File: src/rtl/serializer_pkg.sv
// Shared types and default sizing for the bit serializer.
//   state_e       : serializer FSM states (PARITY is used only when
//                   SERIALIZER_PARITY_EN is defined)
//   DEFAULT_WIDTH : default word width in bits
//   DEFAULT_DEPTH : default input buffer depth in words
package serializer_pkg;

    localparam int unsigned DEFAULT_WIDTH = 8;
    localparam int unsigned DEFAULT_DEPTH = 4;

    typedef enum logic [1:0] {
        IDLE   = 2'd0,
        SHIFT  = 2'd1,
        PARITY = 2'd2
    } state_e;

endpackage : serializer_pkg

File: src/rtl/word_fifo.sv
// Synchronous word FIFO that buffers parallel words ahead of the serializer.
// Ports:
//   clock, reset        : rising-edge clock, synchronous active-high reset
//   push, push_data     : write request and word (ignored while full)
//   pop, pop_data       : read request and head word (ignored while empty)
//   full, empty, count  : registered occupancy status
module word_fifo
    import serializer_pkg::*;
#(
    parameter int unsigned WIDTH = DEFAULT_WIDTH,
    parameter int unsigned DEPTH = DEFAULT_DEPTH
) (
    input  logic                     clock,
    input  logic                     reset,
    input  logic                     push,
    input  logic [WIDTH-1:0]         push_data,
    input  logic                     pop,
    output logic [WIDTH-1:0]         pop_data,
    output logic                     full,
    output logic                     empty,
    output logic [$clog2(DEPTH):0]   count
);

    localparam int unsigned PTR_W = (DEPTH > 1) ? $clog2(DEPTH) : 1;
    localparam int unsigned CNT_W = $clog2(DEPTH) + 1;

    logic [WIDTH-1:0] mem_q [DEPTH];
    logic [WIDTH-1:0] mem_d [DEPTH];
    logic [PTR_W-1:0] wr_ptr_q, wr_ptr_d;
    logic [PTR_W-1:0] rd_ptr_q, rd_ptr_d;
    logic [CNT_W-1:0] count_q, count_d;
    logic             full_q, full_d;
    logic             empty_q, empty_d;
    logic             do_push;
    logic             do_pop;

    // Pointer increment with explicit wrap so non-power-of-two depths also work.
    function automatic logic [PTR_W-1:0] ptr_inc(input logic [PTR_W-1:0] p);
        return (p == PTR_W'(DEPTH - 1)) ? '0 : p + PTR_W'(1);
    endfunction

    // A push is refused while full even if a pop happens on the same edge.
    assign do_push = push && !full_q;
    assign do_pop  = pop && !empty_q;

    // Next-state for storage, pointers and occupancy.
    always_comb begin
        mem_d    = mem_q;
        wr_ptr_d = wr_ptr_q;
        rd_ptr_d = rd_ptr_q;
        count_d  = count_q;
        if (do_push) begin
            mem_d[wr_ptr_q] = push_data;
            wr_ptr_d        = ptr_inc(wr_ptr_q);
        end
        if (do_pop) begin
            rd_ptr_d = ptr_inc(rd_ptr_q);
        end
        case ({do_push, do_pop})
            2'b10:   count_d = count_q + CNT_W'(1);
            2'b01:   count_d = count_q - CNT_W'(1);
            default: count_d = count_q;
        endcase
        full_d  = (count_d == CNT_W'(DEPTH));
        empty_d = (count_d == '0);
    end

    // Control state; reset empties the buffer.
    always_ff @(posedge clock) begin
        if (reset) begin
            wr_ptr_q <= '0;
            rd_ptr_q <= '0;
            count_q  <= '0;
            full_q   <= 1'b0;
            empty_q  <= 1'b1;
        end else begin
            wr_ptr_q <= wr_ptr_d;
            rd_ptr_q <= rd_ptr_d;
            count_q  <= count_d;
            full_q   <= full_d;
            empty_q  <= empty_d;
        end
    end

    // Word storage needs no reset; occupancy guards every read.
    always_ff @(posedge clock) begin
        mem_q <= mem_d;
    end

    assign pop_data = mem_q[rd_ptr_q];
    assign full     = full_q;
    assign empty    = empty_q;
    assign count    = count_q;

endmodule : word_fifo

File: src/rtl/bit_serializer.sv
// Parallel-to-serial converter feeding a downstream pattern detector.
// Words are buffered in word_fifo and shifted out MSB first, one bit per
// cycle; back-to-back words stream with no idle gap.
// Optional feature: define SERIALIZER_PARITY_EN to append one even-parity
// bit (XOR of the word) after bit 0 of every word.
// Ports:
//   clock, reset   : rising-edge clock, synchronous active-high reset
//   data_in        : parallel word, accepted when data_valid && data_ready
//   data_valid     : data_in is valid this cycle
//   data_ready     : buffer not full (from registered state only)
//   sequence_out   : serial bit stream (named sequence_out because
//                    `sequence` is a reserved SystemVerilog keyword)
//   seq_valid      : sequence_out carries a valid bit
//   frame_start    : marks the first (MSB) bit of each word
//   fifo_count     : number of buffered words
module bit_serializer
    import serializer_pkg::*;
#(
    parameter int unsigned WIDTH = DEFAULT_WIDTH,
    parameter int unsigned DEPTH = DEFAULT_DEPTH
) (
    input  logic                     clock,
    input  logic                     reset,
    input  logic [WIDTH-1:0]         data_in,
    input  logic                     data_valid,
    output logic                     data_ready,
    output logic                     sequence_out,
    output logic                     seq_valid,
    output logic                     frame_start,
    output logic [$clog2(DEPTH):0]   fifo_count
);

    localparam int unsigned BIT_CNT_W = (WIDTH > 1) ? $clog2(WIDTH) : 1;

    logic                 fifo_full;
    logic                 fifo_empty;
    logic [WIDTH-1:0]     fifo_pop_data;
    logic                 load_c;

    state_e               state_q, state_d;
    logic [WIDTH-1:0]     shift_q, shift_d;
    logic [BIT_CNT_W-1:0] bit_cnt_q, bit_cnt_d;
    logic                 serial_q, serial_d;
    logic                 seq_valid_q, seq_valid_d;
    logic                 frame_start_q, frame_start_d;
`ifdef SERIALIZER_PARITY_EN
    logic                 parity_q, parity_d;
`endif

    word_fifo #(
        .WIDTH (WIDTH),
        .DEPTH (DEPTH)
    ) u_fifo (
        .clock     (clock),
        .reset     (reset),
        .push      (data_valid),
        .push_data (data_in),
        .pop       (load_c),
        .pop_data  (fifo_pop_data),
        .full      (fifo_full),
        .empty     (fifo_empty),
        .count     (fifo_count)
    );

    assign data_ready = !fifo_full;

    // State register.
    always_ff @(posedge clock) begin
        if (reset) begin
            state_q <= IDLE;
        end else begin
            state_q <= state_d;
        end
    end

    // Next-state: load_c pops the FIFO head into the shift register.
    always_comb begin
        state_d = state_q;
        load_c  = 1'b0;
        case (state_q)
            IDLE: begin
                if (!fifo_empty) begin
                    load_c  = 1'b1;
                    state_d = SHIFT;
                end
            end
            SHIFT: begin
                if (bit_cnt_q == '0) begin
`ifdef SERIALIZER_PARITY_EN
                    state_d = PARITY;
`else
                    // Chain straight into the next word to avoid a gap.
                    if (!fifo_empty) begin
                        load_c = 1'b1;
                    end else begin
                        state_d = IDLE;
                    end
`endif
                end
            end
`ifdef SERIALIZER_PARITY_EN
            PARITY: begin
                if (!fifo_empty) begin
                    load_c  = 1'b1;
                    state_d = SHIFT;
                end else begin
                    state_d = IDLE;
                end
            end
`endif
            default: state_d = IDLE;
        endcase
    end

    // Outputs and datapath next values; serial outputs are registered below.
    always_comb begin
        shift_d       = shift_q;
        bit_cnt_d     = bit_cnt_q;
        serial_d      = 1'b0;
        seq_valid_d   = 1'b0;
        frame_start_d = 1'b0;
`ifdef SERIALIZER_PARITY_EN
        parity_d      = parity_q;
`endif
        case (state_q)
            SHIFT: begin
                serial_d      = shift_q[WIDTH-1];
                seq_valid_d   = 1'b1;
                frame_start_d = (bit_cnt_q == BIT_CNT_W'(WIDTH - 1));
                shift_d       = shift_q << 1;
                bit_cnt_d     = bit_cnt_q - BIT_CNT_W'(1);
            end
`ifdef SERIALIZER_PARITY_EN
            PARITY: begin
                serial_d    = parity_q;
                seq_valid_d = 1'b1;
            end
`endif
            default: ;
        endcase
        if (load_c) begin
            shift_d   = fifo_pop_data;
            bit_cnt_d = BIT_CNT_W'(WIDTH - 1);
`ifdef SERIALIZER_PARITY_EN
            parity_d  = ^fifo_pop_data;
`endif
        end
    end

    // Datapath and output registers; reset aborts any word in flight.
    always_ff @(posedge clock) begin
        if (reset) begin
            shift_q       <= '0;
            bit_cnt_q     <= '0;
            serial_q      <= 1'b0;
            seq_valid_q   <= 1'b0;
            frame_start_q <= 1'b0;
`ifdef SERIALIZER_PARITY_EN
            parity_q      <= 1'b0;
`endif
        end else begin
            shift_q       <= shift_d;
            bit_cnt_q     <= bit_cnt_d;
            serial_q      <= serial_d;
            seq_valid_q   <= seq_valid_d;
            frame_start_q <= frame_start_d;
`ifdef SERIALIZER_PARITY_EN
            parity_q      <= parity_d;
`endif
        end
    end

    assign sequence_out = serial_q;
    assign seq_valid    = seq_valid_q;
    assign frame_start  = frame_start_q;

endmodule : bit_serializer

File: config.mk
export PLATFORM = sky130hd
export DESIGN_NAME = bit_serializer
export DESIGN_NICKNAME = d
export VERILOG_FILES = /design/src/rtl/serializer_pkg.sv /design/src/rtl/word_fifo.sv /design/src/rtl/bit_serializer.sv
export SDC_FILE = /design/constraint.sdc
export NUM_CORES = 1
export LEC_CHECK = 0
export CAP_MARGIN = 20
export CORE_MARGIN = 3
export CORE_UTILIZATION = 40
export CTS_CLUSTER_SIZE = 40
export DETAILED_ROUTE_END_ITERATION = 7
export GPL_ROUTABILITY_DRIVEN = 1
export PLACE_DENSITY = 0.63
export REMOVE_ABC_BUFFERS = 1
export SLEW_MARGIN = 0
export SYNTH_ARGS = -nofsm -noshare
export SYNTH_HDL_FRONTEND = slang
export SYNTH_SLANG_ARGS = --single-unit
File: constraint.sdc
create_clock -name clock -period 2.5 [get_ports clock]
set_input_delay 0.5 -clock clock [delete_from_list [all_inputs] [get_ports clock]]
set_output_delay 0.5 -clock clock [all_outputs]
set_load 0.01 [all_outputs]
Word-level counts from Yosys, hierarchy flattened
Cells that the tools add are included.
{"block": "op_classes", "add_sub_neg": 5, "magnitude_cmp": 3, "eq_ne": 10, "mux": 21, "bitwise_logic": 3, "reduce_logical": 11}
{"operator": "2-to-1 mux 8 bit", "n": 5}
{"operator": "bitwise mux 32 bit", "n": 1}
{"operator": "binary-select mux 8 bit (select 2 bit)", "n": 1}
{"operator": "demux 8 bit (select 2 bit)", "n": 1}
{"operator": "2-to-1 mux 2 bit", "n": 5}
{"operator": "== test 2 bit (second input constant)", "n": 3}
{"operator": "== test 3 bit (second input constant)", "n": 2}
{"operator": "greater-or-equal comparator 3 bit (second input constant)", "n": 2}
{"operator": "zero test 3 bit", "n": 2}
{"operator": "2-to-1 mux 3 bit", "n": 2}
{"operator": "inverter 2 -> 3 bit", "n": 2}
{"operator": "case mux 3 bit (2 select lines)", "n": 1}
{"operator": "subtractor 3 x 1 -> 3 bit (second input constant)", "n": 2}
{"operator": "adder 2 x 1 -> 2 bit (second input constant)", "n": 2}
{"operator": "== test 2 x 1 -> 1 bit (second input constant)", "n": 2}
{"operator": "inequality test 2 bit (second input constant)", "n": 2}
{"operator": "case mux 2 bit (2 select lines)", "n": 1}
{"operator": "adder 3 x 1 -> 3 bit (second input constant)", "n": 1}
{"operator": "logical AND 1 bit", "n": 3}
{"operator": "< comparator 3 x 1 -> 1 bit (second input constant)", "n": 1}
{"operator": "2-to-1 mux 1 bit", "n": 3}
{"operator": "AND reduction 3 bit", "n": 1}
{"operator": "zero test 1 bit", "n": 2}
{"operator": "zero test 2 bit", "n": 1}
{"operator": "other kinds (5)", "n": 5}
{"block": "word_totals", "register_bits": 57, "inputBits": 11, "output_inout_bits": 7, "wordCells": 68}

Longest topological paths before layout
{"block": "logic_depth", "word_depth": 7, "mapped_depth": 12, "ltp_nobuf": 11}

Modules after synthesis
Synthesis repeated with hierarchy kept, for this count alone.
{"block": "hier_totals", "hier_cells": 191, "area_unflattened_um2": 2472.4}
{"mod": "word_fifo", "n_inst": 1, "cells_per_inst": 99, "area_each_um2": 1666.6, "seq_area_each_um2": 1141.1}
{"mod": "bit_serializer", "n_inst": 1, "cells_per_inst": 92, "area_each_um2": 805.8, "seq_area_each_um2": 300.3}

Worst setup path after synthesis
OpenSTA, ideal clock, no wires.
{"block": "synth_path", "kind": "register -> register", "start": "reg bit_cnt_q[0]", "end": "reg u_fifo.empty_q, in the netlist u_fifo.empty", "setup_ns": 0.114, "arrival_time_ns": 2.108, "required_time_ns": 2.386, "setup_slack_ns": 0.278, "path_stages_with_launch": 13, "path_buffers": 1, "period_less_slack_ns": 2.222, "cell_sequence": "dfxtp_1 > inv_1 > ha_1 > nand2b_4 > a21o_1 > buf_4 > inv_2 > ha_1 > fa_1 > xnor2_1 > nor2_1 > xnor2_1 > a21o_1"}
{"block": "synth_between", "elab_chain_cells": 7, "word_cells_on_any_way": 8, "cone_classes": "eq/ne: 2; mux: 3; reduce/logical: 3"}
{"item": "start: declaration", "line_no": "bit_serializer.sv:42", "rtl": "logic [BIT_CNT_W-1:0] bit_cnt_q, bit_cnt_d;"}
{"item": "start signal: assignment", "line_no": "bit_serializer.sv:163", "rtl": "bit_cnt_q <= bit_cnt_d;"}
{"item": "zero test 3 bit (*)", "line_no": "bit_serializer.sv:88", "rtl": "if (bit_cnt_q == '0) begin"}
{"item": "2-to-1 mux 1 bit (*)", "line_no": "bit_serializer.sv:88"}
{"item": "case mux 1 bit (2 select lines) (*)", "line_no": "bit_serializer.sv:80", "rtl": "case (state_q)"}
{"item": "logical AND 1 bit (*)", "line_no": "word_fifo.sv:44", "rtl": "assign do_pop = pop && !empty_q;"}
{"item": "== test 2 x 1 -> 1 bit / == test 2 bit (equally long branches)", "line_no": "word_fifo.sv:59", "rtl": "case ({do_push, do_pop})"}
{"item": "case mux 3 bit (2 select lines) (*)", "line_no": "word_fifo.sv:59"}
{"item": "zero test 3 bit (*)", "line_no": "word_fifo.sv:65", "rtl": "empty_d = (count_d == '0);"}
{"item": "end signal: assignment", "line_no": "word_fifo.sv:81", "rtl": "empty_q <= empty_d;"}
{"item": "end: declaration", "line_no": "word_fifo.sv:33", "rtl": "logic empty_q, empty_d;"}
Every way passes the cells marked *; elsewhere a longest branch is shown, timed or not.
A chain may end at the register's enable or synchronous reset.

Worst setup path after layout
Ends and elaborated chain as after synthesis.

==> reports/qor.csv <==
metric;value;unit
outcome;finished, final reports clean;
CTS tree;done;
Fin. Hold Viols;0;
Worst Setup Start Kind;register;
share of power burned in registers;0.500;
Final min period;2.24;ns
Slew Limit Fails;0;
yosys warns;0;
H-tree level count;2;
First-pass DRT Iterations;4;
Setup TNS;0;ns
Period Utilization, post-route;0.896;
sequential-to-total area share from yosys stat;0.631;
R2R setup slack;0.26;ns
core footprint;5300;um2
HP Class;reg -> reg;
Initial Utilization;0.431;
Slew Limit Headroom;0.599;
Switching Fraction;0.316;
VDD IR-drop max;0.404;mV
Die ar.;6650;um2
syn_area_per_cell;14.4;um2
Post-Route WL;3610;um
hold_buf cts;0;
Final Wtd Congestion;0.718;
cells after synthesis;159;
Post-CTS Setup Inserts;0;
number of global-route vias before repair;1313;
Post-DP HPWL;2560;um
Worst Setup End Kind;register;
Critical R2R Launch;bit_cnt_q[0];
RSZ-0062 raised after global routing;false;
Yosys reg bits;56;
Die Span Y;81.6;um
Worst setup endpoint;u_fifo.empty;
Comb power frac;0.312;
Clock transition at path regs;0.10;ns
Root Buffer;clkbuf_8;
layout cells sized above 1;0.0884;
Die Wd;81.6;um
critical path launch point;bit_cnt_q[0];
Starting DRT DRC Count;56;
worst path arrival time;2.45;ns
Syn Std Cell Area;2280;um2
clk sinks;56;
RR Endpoint;u_fifo.empty;
Worst Tran Pin Value;0.601;ns
WL/cell;14.4;um
Worst Setup Path Type;reg -> reg;
Finish-stage setup viols;0;
P_sw;832;uW
Rows;26;
NumNets Final;201;
PwrDens;1000;nW/um2
ANT cells;0;
CTS buffer count;5;
count of cell types in the netlist;31;
via count;1256;
worst skew pair latency;0.30;ns
number of max-cap violations;0;
maximum fanout along the worst path;3;
R2R cell count;11;
Vias/cell;5.00;
commonest non-fill, non-tap cell in the layout;edfxtp_1;
clk_skew;0.00564;ns
first-pass GRT wire length;6180;um
Int Pwr;1.80;mW
most frequent cells in the layout;32 x edfxtp_1, 24 x dfxtp_1, 17 x clkdlybuf4s50_1, 14 x nor2_1;
total leakage power;0.951;nW
Area growth, synth to finish;15.0;%
GRT Total Usage;0.125;
Worst Path Required;2.71;ns
Fin Hold WS;0.471;ns
IO buf count;17;
Clock Path Buffers;2;
GR Overflow Total;0;
Post-route DRC;0;
post-CTS resize count;0;
largest net degree at the start of global routing;21;
Clk pwr share;0.189;
I/O Pins;18;
Max Clk Rate;446;MHz
ANT nets after route;0;
initial antenna violation count;0;
[synth_stat cells]
cell type / n / area (um2)
and2_1: 5 / 31.3
mux4_2: 1 / 22.5
xnor2_1: 3 / 26.3
buf_4: 2 / 15.0
nand2b_4: 1 / 13.8
o21ai_0: 1 / 5.00
buf_6: 1 / 11.3
and3_1: 1 / 6.26
a211oi_1: 7 / 52.6
o22ai_1: 1 / 6.26
nor3_1: 1 / 5.00
nand2_1: 9 / 33.8
xor2_1: 1 / 8.76
dfxtp_1: 24 / 480
and3b_1: 1 / 8.76
mux4_1: 7 / 184
fa_1: 1 / 20.0
edfxtp_1: 32 / 961
mux2i_1: 8 / 80.1
a21oi_1: 9 / 45.0
clkbuf_2: 1 / 5.00
buf_2: 2 / 10.0
inv_1: 6 / 22.5
ha_1: 9 / 113
nor2b_1: 2 / 12.5
nand2b_1: 3 / 18.8
or3_1: 1 / 6.26
a21o_1: 2 / 15.0
clkbuf_1: 2 / 7.51
nor2_1: 14 / 52.6
inv_2: 1 / 3.75
[registers in the layout, indices dropped and copies added, names as in the netlist]
register	count
u_fifo.rd_ptr_q	2
u_fifo.mem_q	32
u_fifo.count	3
bit_cnt_q	3
sequence_out	1
seq_valid	1
shift_q	8
u_fifo.full	1
frame_start	1
state_q	1
u_fifo.empty	1
u_fifo.wr_ptr_q	2
[metrics by stage]
step                      cells  total power [mW]  instance area [um2]  setup slack (ns)  utilization
after floorplan             151              1.88                 2230            0.0944            -
after global placement      243              2.10                 2530            0.0739        0.477
after detailed placement    243              2.17                 2530            0.0235        0.477
after CTS                   251              2.67                 2630             0.248        0.495
after global routing        251              2.83                 2630            0.0567        0.495
final                       251              2.63                 2630             0.260        0.495
[worst min-delay path by stage]
stage            startpoint      endpoint  slack [ns]  cells after the start
5_1_grt          shift_q[7]  sequence_out        0.50                      1
2_1_floorplan  u_fifo.empty    state_q[0]        0.43                      1
3_5_place_dp     shift_q[7]  sequence_out        0.46                      1
6_report         shift_q[7]  sequence_out        0.47                      1
3_3_place_gp     shift_q[7]  sequence_out        0.44                      1
4_1_cts          shift_q[7]  sequence_out        0.48                      1
[power by group through the flow]
stage	Combinational, mW	Sequential (mW)	Clock [mW]
2_1_floorplan	0.553	1.33	0
3_3_place_gp	0.781	1.32	0
3_5_place_dp	0.826	1.34	0
4_1_cts	0.831	1.32	0.517
5_1_grt	0.918	1.34	0.567
6_report	0.821	1.32	0.497
[critical path: stages, from the launching register on]
cell and delay (ns):
dfxtp_1 0.40, inv_1 0.08, ha_1 0.23, nand2b_4 0.08, a21o_1 0.15, inv_2 0.06, ha_1 0.21, fa_1 0.38
xnor2_1 0.16, nor2_1 0.06, xnor2_1 0.15, a21o_1 0.18
[final cells by class]
type / count / area (um2)
clock buffers: 5 / 68.8
fillers: 465 / 2680
multi-input cells: 88 / 767
inverters: 7 / 26.3
flip-flops and latches: 56 / 1440
well taps: 70 / 87.6
clock inverters: 3 / 26.3
repair buffers: 22 / 208
[cells by family after synthesis]
logic type | synth area share
compound gates | 0.0542
xor+xnor | 0.0153
fa+ha+maj | 0.0581
buf+inv | 0.0329
flops | 0.631
mux | 0.125
simple gates | 0.0827
[layer usage]
metal  part of all wire  GRT usage
met4             0.0086     0.0389
met1               0.43      0.146
met5                  0          0
met2               0.52      0.219
met3              0.037     0.0373
(Power assumes the default switching activity.)
